File: config.mk
export PLATFORM = sky130hd
export DESIGN_NAME = mem_seq_ctrl_flat
export DESIGN_NICKNAME = d
export VERILOG_FILES = /design/src/rtl/mem_seq_ctrl_if.sv /design/src/rtl/mem_seq_ctrl.sv /design/src/flat_wrapper.sv
export SDC_FILE = /design/constraint.sdc
export NUM_CORES = 1
export LEC_CHECK = 0
export CORE_MARGIN = 4
export CORE_UTILIZATION = 35
export DETAILED_ROUTE_END_ITERATION = 10
export GPL_TIMING_DRIVEN = 0
export HOLD_SLACK_MARGIN = 0.03
export PLACE_DENSITY = 0.79
export SYNTH_ARGS = -nofsm -noshare
export SYNTH_HDL_FRONTEND = slang
export SYNTH_SLANG_ARGS = --single-unit
File: constraint.sdc
create_clock -name CLK -period 1.9 [get_ports CLK]
set_input_delay 0.38 -clock CLK [delete_from_list [all_inputs] [get_ports CLK]]
set_output_delay 0.38 -clock CLK [all_outputs]
set_load 0.02 [all_outputs]
File: src/rtl/mem_seq_ctrl_if.sv
// mem_seq_ctrl_if
// Request/response bus between the execute stage and the load/store sequencer.
//   master : execute stage (drives REQ_*, receives REQ_READY and RESP_*)
//   slave  : mem_seq_ctrl (receives REQ_*, drives REQ_READY and RESP_*)
// Signals:
//   REQ_VALID/REQ_READY  request handshake; the pipeline stalls while REQ_READY=0
//   REQ_WRITE            1=store, 0=load
//   REQ_FUNCT3           RV32 funct3 (b/h/w/bu/hu)
//   REQ_ADDR             byte address
//   REQ_WDATA            store data
//   RESP_VALID           one-cycle response pulse
//   RESP_RDATA           extended load data, 0 for stores and errors
//   RESP_ERR             misaligned, illegal op or out-of-range
interface mem_seq_ctrl_if;
   logic        REQ_VALID;
   logic        REQ_READY;
   logic        REQ_WRITE;
   logic [2:0]  REQ_FUNCT3;
   logic [31:0] REQ_ADDR;
   logic [31:0] REQ_WDATA;
   logic        RESP_VALID;
   logic [31:0] RESP_RDATA;
   logic        RESP_ERR;

   modport master (
      output REQ_VALID, REQ_WRITE, REQ_FUNCT3, REQ_ADDR, REQ_WDATA,
      input  REQ_READY, RESP_VALID, RESP_RDATA, RESP_ERR
   );

   modport slave (
      input  REQ_VALID, REQ_WRITE, REQ_FUNCT3, REQ_ADDR, REQ_WDATA,
      output REQ_READY, RESP_VALID, RESP_RDATA, RESP_ERR
   );
endinterface

File: src/rtl/mem_seq_ctrl.sv
// mem_seq_ctrl
// Multi-cycle RV32 load/store sequencer in front of a single-port block memory
// with a one-cycle registered read. One request is in flight at a time.
// Sub-word stores are read-modify-write; sub-word loads are extracted and
// sign/zero extended before the response.
//
// Parameters:
//   ADDR_W     memory word-address width (2**ADDR_W 32-bit words)
// Ports:
//   CLK        clock
//   RST        synchronous active-high reset
//   req        mem_seq_ctrl_if.slave request/response bus
//   MEM_ADDR   word address to memory
//   MEM_WE     memory write enable
//   MEM_WDATA  memory write data
//   MEM_RDATA  memory read data, valid the cycle after a read address
//
// Build option:
//   MEM_BOUNDS_CHECK_EN  when defined, any set bit in REQ_ADDR above the word
//                        index is reported as an error with no memory access;
//                        otherwise the address wraps modulo the memory size.
//
// State | meaning
// ------+-----------------------------------------------------------
// IDLE  | ready for a request, memory address parked at 0
// RD    | read word presented (loads, and the read half of sb/sh)
// WR    | write cycle (sw direct, sb/sh merged with read data)
// CAP   | load data arrives, extracted/extended into response reg
// RESP  | one-cycle response pulse
module mem_seq_ctrl #(
   parameter int ADDR_W = 5
) (
   input  logic              CLK,
   input  logic              RST,
   mem_seq_ctrl_if.slave     req,
   output logic [ADDR_W-1:0] MEM_ADDR,
   output logic              MEM_WE,
   output logic [31:0]       MEM_WDATA,
   input  logic [31:0]       MEM_RDATA
);

   typedef enum logic [2:0] {
      IDLE = 3'd0,
      RD   = 3'd1,
      WR   = 3'd2,
      CAP  = 3'd3,
      RESP = 3'd4
   } state_t;

   state_t            state_q, state_d;
   logic              write_q;
   logic [2:0]        funct3_q;
   logic [1:0]        lane_q;
   logic [ADDR_W-1:0] word_q;
   logic [31:0]       wdata_q;
   logic              resp_err_q;
   logic [31:0]       resp_rdata_q;

   logic              accept;
   logic              op_illegal;
   logic              misaligned;
   logic              out_of_range;
   logic              req_err;
   logic [31:0]       rd_shift;
   logic [31:0]       load_data;
   logic [31:0]       merge_data;

   assign req.REQ_READY = (state_q == IDLE) && !RST;
   assign accept        = req.REQ_VALID && req.REQ_READY;

   always_comb begin
      op_illegal = 1'b0;
      if (req.REQ_WRITE)
         op_illegal = (req.REQ_FUNCT3 >= 3'b011);
      else
         op_illegal = (req.REQ_FUNCT3 == 3'b011) || (req.REQ_FUNCT3[2:1] == 2'b11);
      misaligned = ((req.REQ_FUNCT3[1:0] == 2'b01) && req.REQ_ADDR[0]) ||
                   ((req.REQ_FUNCT3[1:0] == 2'b10) && (req.REQ_ADDR[1:0] != 2'b00));
   end

`ifdef MEM_BOUNDS_CHECK_EN
   assign out_of_range = |req.REQ_ADDR[31:ADDR_W+2];
`else
   // Upper bits are dropped so the word index wraps.
   logic unused_addr_hi;
   assign unused_addr_hi = ^req.REQ_ADDR[31:ADDR_W+2];
   assign out_of_range   = 1'b0;
`endif

   assign req_err = op_illegal || misaligned || out_of_range;

   always_comb begin
      state_d = state_q;
      case (state_q)
         IDLE: begin
            if (accept) begin
               if (req_err)
                  state_d = RESP;
               else if (req.REQ_WRITE && (req.REQ_FUNCT3[1:0] == 2'b10))
                  state_d = WR;
               else
                  state_d = RD;
            end
         end
         RD:      state_d = write_q ? WR : CAP;
         WR:      state_d = RESP;
         CAP:     state_d = RESP;
         RESP:    state_d = IDLE;
         default: state_d = IDLE;
      endcase
   end

   always_ff @(posedge CLK) begin
      if (RST) begin
         state_q      <= IDLE;
         write_q      <= 1'b0;
         funct3_q     <= 3'b000;
         lane_q       <= 2'b00;
         word_q       <= '0;
         wdata_q      <= '0;
         resp_err_q   <= 1'b0;
         resp_rdata_q <= '0;
      end else begin
         state_q      <= state_d;
         // Response registers only carry a value into RESP and clear after.
         resp_err_q   <= accept && req_err;
         resp_rdata_q <= (state_q == CAP) ? load_data : '0;
         if (accept) begin
            write_q  <= req.REQ_WRITE;
            funct3_q <= req.REQ_FUNCT3;
            lane_q   <= req.REQ_ADDR[1:0];
            word_q   <= req.REQ_ADDR[ADDR_W+1:2];
            wdata_q  <= req.REQ_WDATA;
         end
      end
   end

   // Load extraction: shift the addressed lane down to bit 0, then extend.
   assign rd_shift = MEM_RDATA >> {lane_q, 3'b000};

   always_comb begin
      load_data = MEM_RDATA;
      case (funct3_q)
         3'b000:  load_data = {{24{rd_shift[7]}},  rd_shift[7:0]};
         3'b001:  load_data = {{16{rd_shift[15]}}, rd_shift[15:0]};
         3'b100:  load_data = {24'd0, rd_shift[7:0]};
         3'b101:  load_data = {16'd0, rd_shift[15:0]};
         default: load_data = MEM_RDATA;
      endcase
   end

   // Store merge: sw bypasses the read entirely, sb/sh patch the word read in RD.
   always_comb begin
      merge_data = MEM_RDATA;
      case (funct3_q[1:0])
         2'b00: begin
            case (lane_q)
               2'd0:    merge_data[7:0]   = wdata_q[7:0];
               2'd1:    merge_data[15:8]  = wdata_q[7:0];
               2'd2:    merge_data[23:16] = wdata_q[7:0];
               default: merge_data[31:24] = wdata_q[7:0];
            endcase
         end
         2'b01: begin
            if (lane_q[1])
               merge_data[31:16] = wdata_q[15:0];
            else
               merge_data[15:0]  = wdata_q[15:0];
         end
         default: merge_data = wdata_q;
      endcase
   end

   assign MEM_ADDR  = (state_q == IDLE) ? '0 : word_q;
   // Reset gates the strobe directly so a write in flight never lands.
   assign MEM_WE    = (state_q == WR) && !RST;
   assign MEM_WDATA = (state_q == WR) ? merge_data : '0;

   assign req.RESP_VALID = (state_q == RESP);
   assign req.RESP_RDATA = resp_rdata_q;
   assign req.RESP_ERR   = resp_err_q;

endmodule

File: src/flat_wrapper.sv
// flat-port wrapper written by rule: the top's interface ports become plain ports
module mem_seq_ctrl_flat 
#(
   parameter int ADDR_W = 5
)
  (CLK, RST, MEM_ADDR, MEM_WE, MEM_WDATA, MEM_RDATA, req_REQ_VALID, req_REQ_WRITE, req_REQ_FUNCT3, req_REQ_ADDR, req_REQ_WDATA, req_REQ_READY, req_RESP_VALID, req_RESP_RDATA, req_RESP_ERR);
  mem_seq_ctrl_if req_i ();
  input  logic CLK;
  input  logic RST;
  output logic [ADDR_W-1:0] MEM_ADDR;
  output logic MEM_WE;
  output logic [31:0] MEM_WDATA;
  input  logic [31:0] MEM_RDATA;
  input wire logic [$bits(req_i.REQ_VALID)-1:0] req_REQ_VALID;
  input wire logic [$bits(req_i.REQ_WRITE)-1:0] req_REQ_WRITE;
  input wire logic [$bits(req_i.REQ_FUNCT3)-1:0] req_REQ_FUNCT3;
  input wire logic [$bits(req_i.REQ_ADDR)-1:0] req_REQ_ADDR;
  input wire logic [$bits(req_i.REQ_WDATA)-1:0] req_REQ_WDATA;
  output wire logic [$bits(req_i.REQ_READY)-1:0] req_REQ_READY;
  output wire logic [$bits(req_i.RESP_VALID)-1:0] req_RESP_VALID;
  output wire logic [$bits(req_i.RESP_RDATA)-1:0] req_RESP_RDATA;
  output wire logic [$bits(req_i.RESP_ERR)-1:0] req_RESP_ERR;
  assign req_i.REQ_VALID = req_REQ_VALID;
  assign req_i.REQ_WRITE = req_REQ_WRITE;
  assign req_i.REQ_FUNCT3 = req_REQ_FUNCT3;
  assign req_i.REQ_ADDR = req_REQ_ADDR;
  assign req_i.REQ_WDATA = req_REQ_WDATA;
  assign req_REQ_READY = req_i.REQ_READY;
  assign req_RESP_VALID = req_i.RESP_VALID;
  assign req_RESP_RDATA = req_i.RESP_RDATA;
  assign req_RESP_ERR = req_i.RESP_ERR;
  mem_seq_ctrl #(.ADDR_W(ADDR_W)) u_core (.CLK(CLK), .RST(RST), .req(req_i), .MEM_ADDR(MEM_ADDR), .MEM_WE(MEM_WE), .MEM_WDATA(MEM_WDATA), .MEM_RDATA(MEM_RDATA));
endmodule
==> flow_summary.ini <==
[status]
status = finished with violations
violations = negative setup slack

[die]
die_h_um = 119
fp.dieArea_um2 = 14200
coreArea_um2 = 12000
ios = 176
chipWidth_um = 119
rows = 40
start_util_pct = 35.9

[worst_setup_path]
reg2reg_slack_ns = 0.03
crit_path_cell_trace = buf_12, clkinvlp_4, clkbuf_8, a21o_4, a222oi_1, nor2_2, buf_6
cp-start-kind = flip-flop
cp_max_fo = 9
cpPeakStageDelay_ns = 0.41
rr_endpoint = u_core.req.RESP_RDATA[10]$_SDFF_PP0_
reg2reg_from = u_core.lane_q[1]$_SDFFE_PP0P_
slowest_stage = a222oi_1
crit_arrival_ns = 1.98
end_kind = output port
r2r_cells = 7
cp.required_ns = 1.52
worst-setup-path-type = reg -> out

[sta]
setup_viol = 32
relSlewSlack_pct = 54.8
fmax_mhz = 425
holdWs_ns = 0.465
hold_viol = 0
finClkSkew_ns = 0.00575
fin_ws_ns = -0.455
slew_viol_final = 0
rsz0062_at_grt = yes
fin_crit_sh_pct = 124
worst_slew_pin_slew_ns = 0.670
fin_crit_ns = 2.36

[logic_synthesis]
synth-edff-count = 0
ys.flop_type = dfxtp_1
netlist_area_um2 = 4310
synth-seq-area-share_pct = 36.7
syn-num-nets = 608
syn_inst = 505
synthDistinctLibCells = 44
ys_seq_elements = 79
synthArstFlopShare_pct = 0
synth_area_per_cell_um2 = 8.54
synth_warnings = 0

[placed_design]
gp_congestion = 0.908
hpwl_mm = 12.0
placement.cell_area_um2 = 6020
place_ws_ns = -0.944
portBuffers = 150

[finish]
final_cell_area_um2 = 6750
syn2layout_area_growth_pct = 56.5
fin_nets = 797
drive_gt1_share_pct = 28.6
final_core_util_pct = 56.2
n_antenna_cell = 0

[cts]
clkSinkCount = 79
cts_tree = built
clkSlewWorstSetupHoldPaths_ns = 0.06
root_buffer = clkbuf_16
cts-buffers-inserted = 9
cts-htree-levels = 3
cts_max_path_buffers = 2
clock_latency_ns = 0.35

[power_and_ir_drop]
p_leak_nw = 2.77
peakVddDrop_mv = 0.407
p_total_mw = 4.72
p_per_area_nw_per_um2 = 699

[route]
routed_wl_mm = 16.6
wl_per_cell_um = 19.6
drc = 0
dr.pass1.iters = 6
drt_iter0_markers = 506
drtAntennaViolNets = 0
via_per_inst = 5.46
via_count = 4615

[min_path]
hold_class = reg -> reg
worstHoldPathCells = 2
whs_endpoint = u_core.word_q[0]$_SDFFE_PP0P_
worstHoldStart = u_core.word_q[0]$_SDFFE_PP0P_

[global_routing]
grt_max_degree = 14
antenna_found_initial = 0
grt_pass1_vias = 4675
grt_usage_pct = 22.5
overflow = 0
grt_pass1_wl_mm = 25.3

[job]
cap_violations = 0
-- state kept, by name (all words and copies together) (netlist names) --
signal,cells
u_core.funct3_q,3
u_core.lane_q,2
u_core.req.RESP_ERR,1
u_core.req.RESP_RDATA,32
u_core.state_q,3
u_core.wdata_q,32
u_core.word_q,5
u_core.write_q,1
-- per-stage QoR --
step	TNS, ns	cells
after floorplan	0	505
after global placement	-37.60	802
after detailed placement	-39.64	802
after CTS	-10.85	832
after global routing	-14.18	846
final	-12.18	846
-- layout make-up --
cell class                 instances  area [um^2]
clock buffer                      12          256
sequential                        79         1600
clock inverter                     4         28.8
inverter                          10         41.3
multi-input combinational        373         2620
timing repair buffer             182         1670
tap                              147          184
fill                            1108         5270
buffer                            39          357
-- power breakdown --
part	total, mW	switching (mW)	internal, mW
combinational	1.23	0.596	0.635
clock	1.65	0.695	0.958
sequential	1.83	0.0884	1.74
total	4.72	1.38	3.34
-- worst max path at each step --
stage	start	to	slack (ns)	cells after the start
6_report	u_core.lane_q[1]$_SDFFE_PP0P_	MEM_WDATA[9]	-0.46	7
5_1_grt	u_core.lane_q[1]$_SDFFE_PP0P_	MEM_WDATA[16]	-0.52	8
4_1_cts	u_core.lane_q[0]$_SDFFE_PP0P_	MEM_WDATA[10]	-0.44	8
3_5_place_dp	u_core.funct3_q[0]$_SDFFE_PP0P_	MEM_WDATA[30]	-0.94	6
3_3_place_gp	u_core.funct3_q[0]$_SDFFE_PP0P_	MEM_WDATA[30]	-0.97	6
2_1_floorplan	u_core.lane_q[0]$_SDFFE_PP0P_	MEM_WDATA[0]	0.04	6
-- layer usage --
layer  GRT usage [%]  part of all wire (%)
met5               0                     0
met4            7.53                   2.1
met3            5.60                   7.9
met2            37.9                    49
met1            28.2                    41
-- worst max-delay path: cells and delay by family (launching register included) --
family          cells  cell delay (ns)
compound gates      2             0.65
buf+inv             4             0.53
flops               1             0.34
simple gates        1             0.10
-- kinds of logic after synthesis --
group,Yosys count,synth area share [%]
flip-flops,79,36.7
buffers and inverters,53,6.04
AO/OA/AOI/OAI,115,20.3
AND/OR/NAND/NOR,199,21.7
multiplexers,59,15.3
-- cells in the mapped netlist, types with 10 or more instances --
| master | instances | share of area [%] |
|---|---|---|
| a21oi_1 | 10 | 1.2 |
| mux2_2 | 32 | 8.4 |
| nand2_1 | 76 | 6.6 |
| dfxtp_1 | 79 | 37 |
| buf_2 | 10 | 1.2 |
| clkbuf_1 | 23 | 2.0 |
| o21ai_0 | 32 | 3.7 |
| a222oi_1 | 24 | 5.6 |
| nor2_1 | 56 | 4.9 |
| mux2i_1 | 22 | 5.1 |
| o21ai_1 | 11 | 1.3 |
| inv_1 | 10 | 0.87 |
| nand2b_1 | 44 | 6.4 |
-- layout by cell type (no fill, tap or decap), types with 8 or more instances in the layout --
cell type and n:
o21ai_0 32, clkbuf_2 9, nor2_2 11, buf_2 17
buf_6 17, a222oi_1 24, buf_4 46, a21oi_1 9
nor2_1 44, nand2_1 75, clkbuf_16 11, mux2_4 12
mux2i_1 20, inv_1 9, clkbuf_8 8, o21ai_1 11
clkdlybuf4s50_1 108, mux2_2 24, nand2b_1 43, dfxtp_1 74
-- what timing repair did --
| item | in CTS | in global routing |
|---|---|---|
| gates resized for setup | 227 | 61 |
| hold buffers | 0 | 0 |
| hold endpoints to repair | 0 | 0 |
| endpoints found under the setup margin | 41 | 50 |
| pin swaps | 18 | 17 |
| setup buffers | 14 | 16 |
| cloned | 1 | 1 |
Power figures use the tool's default switching activity.
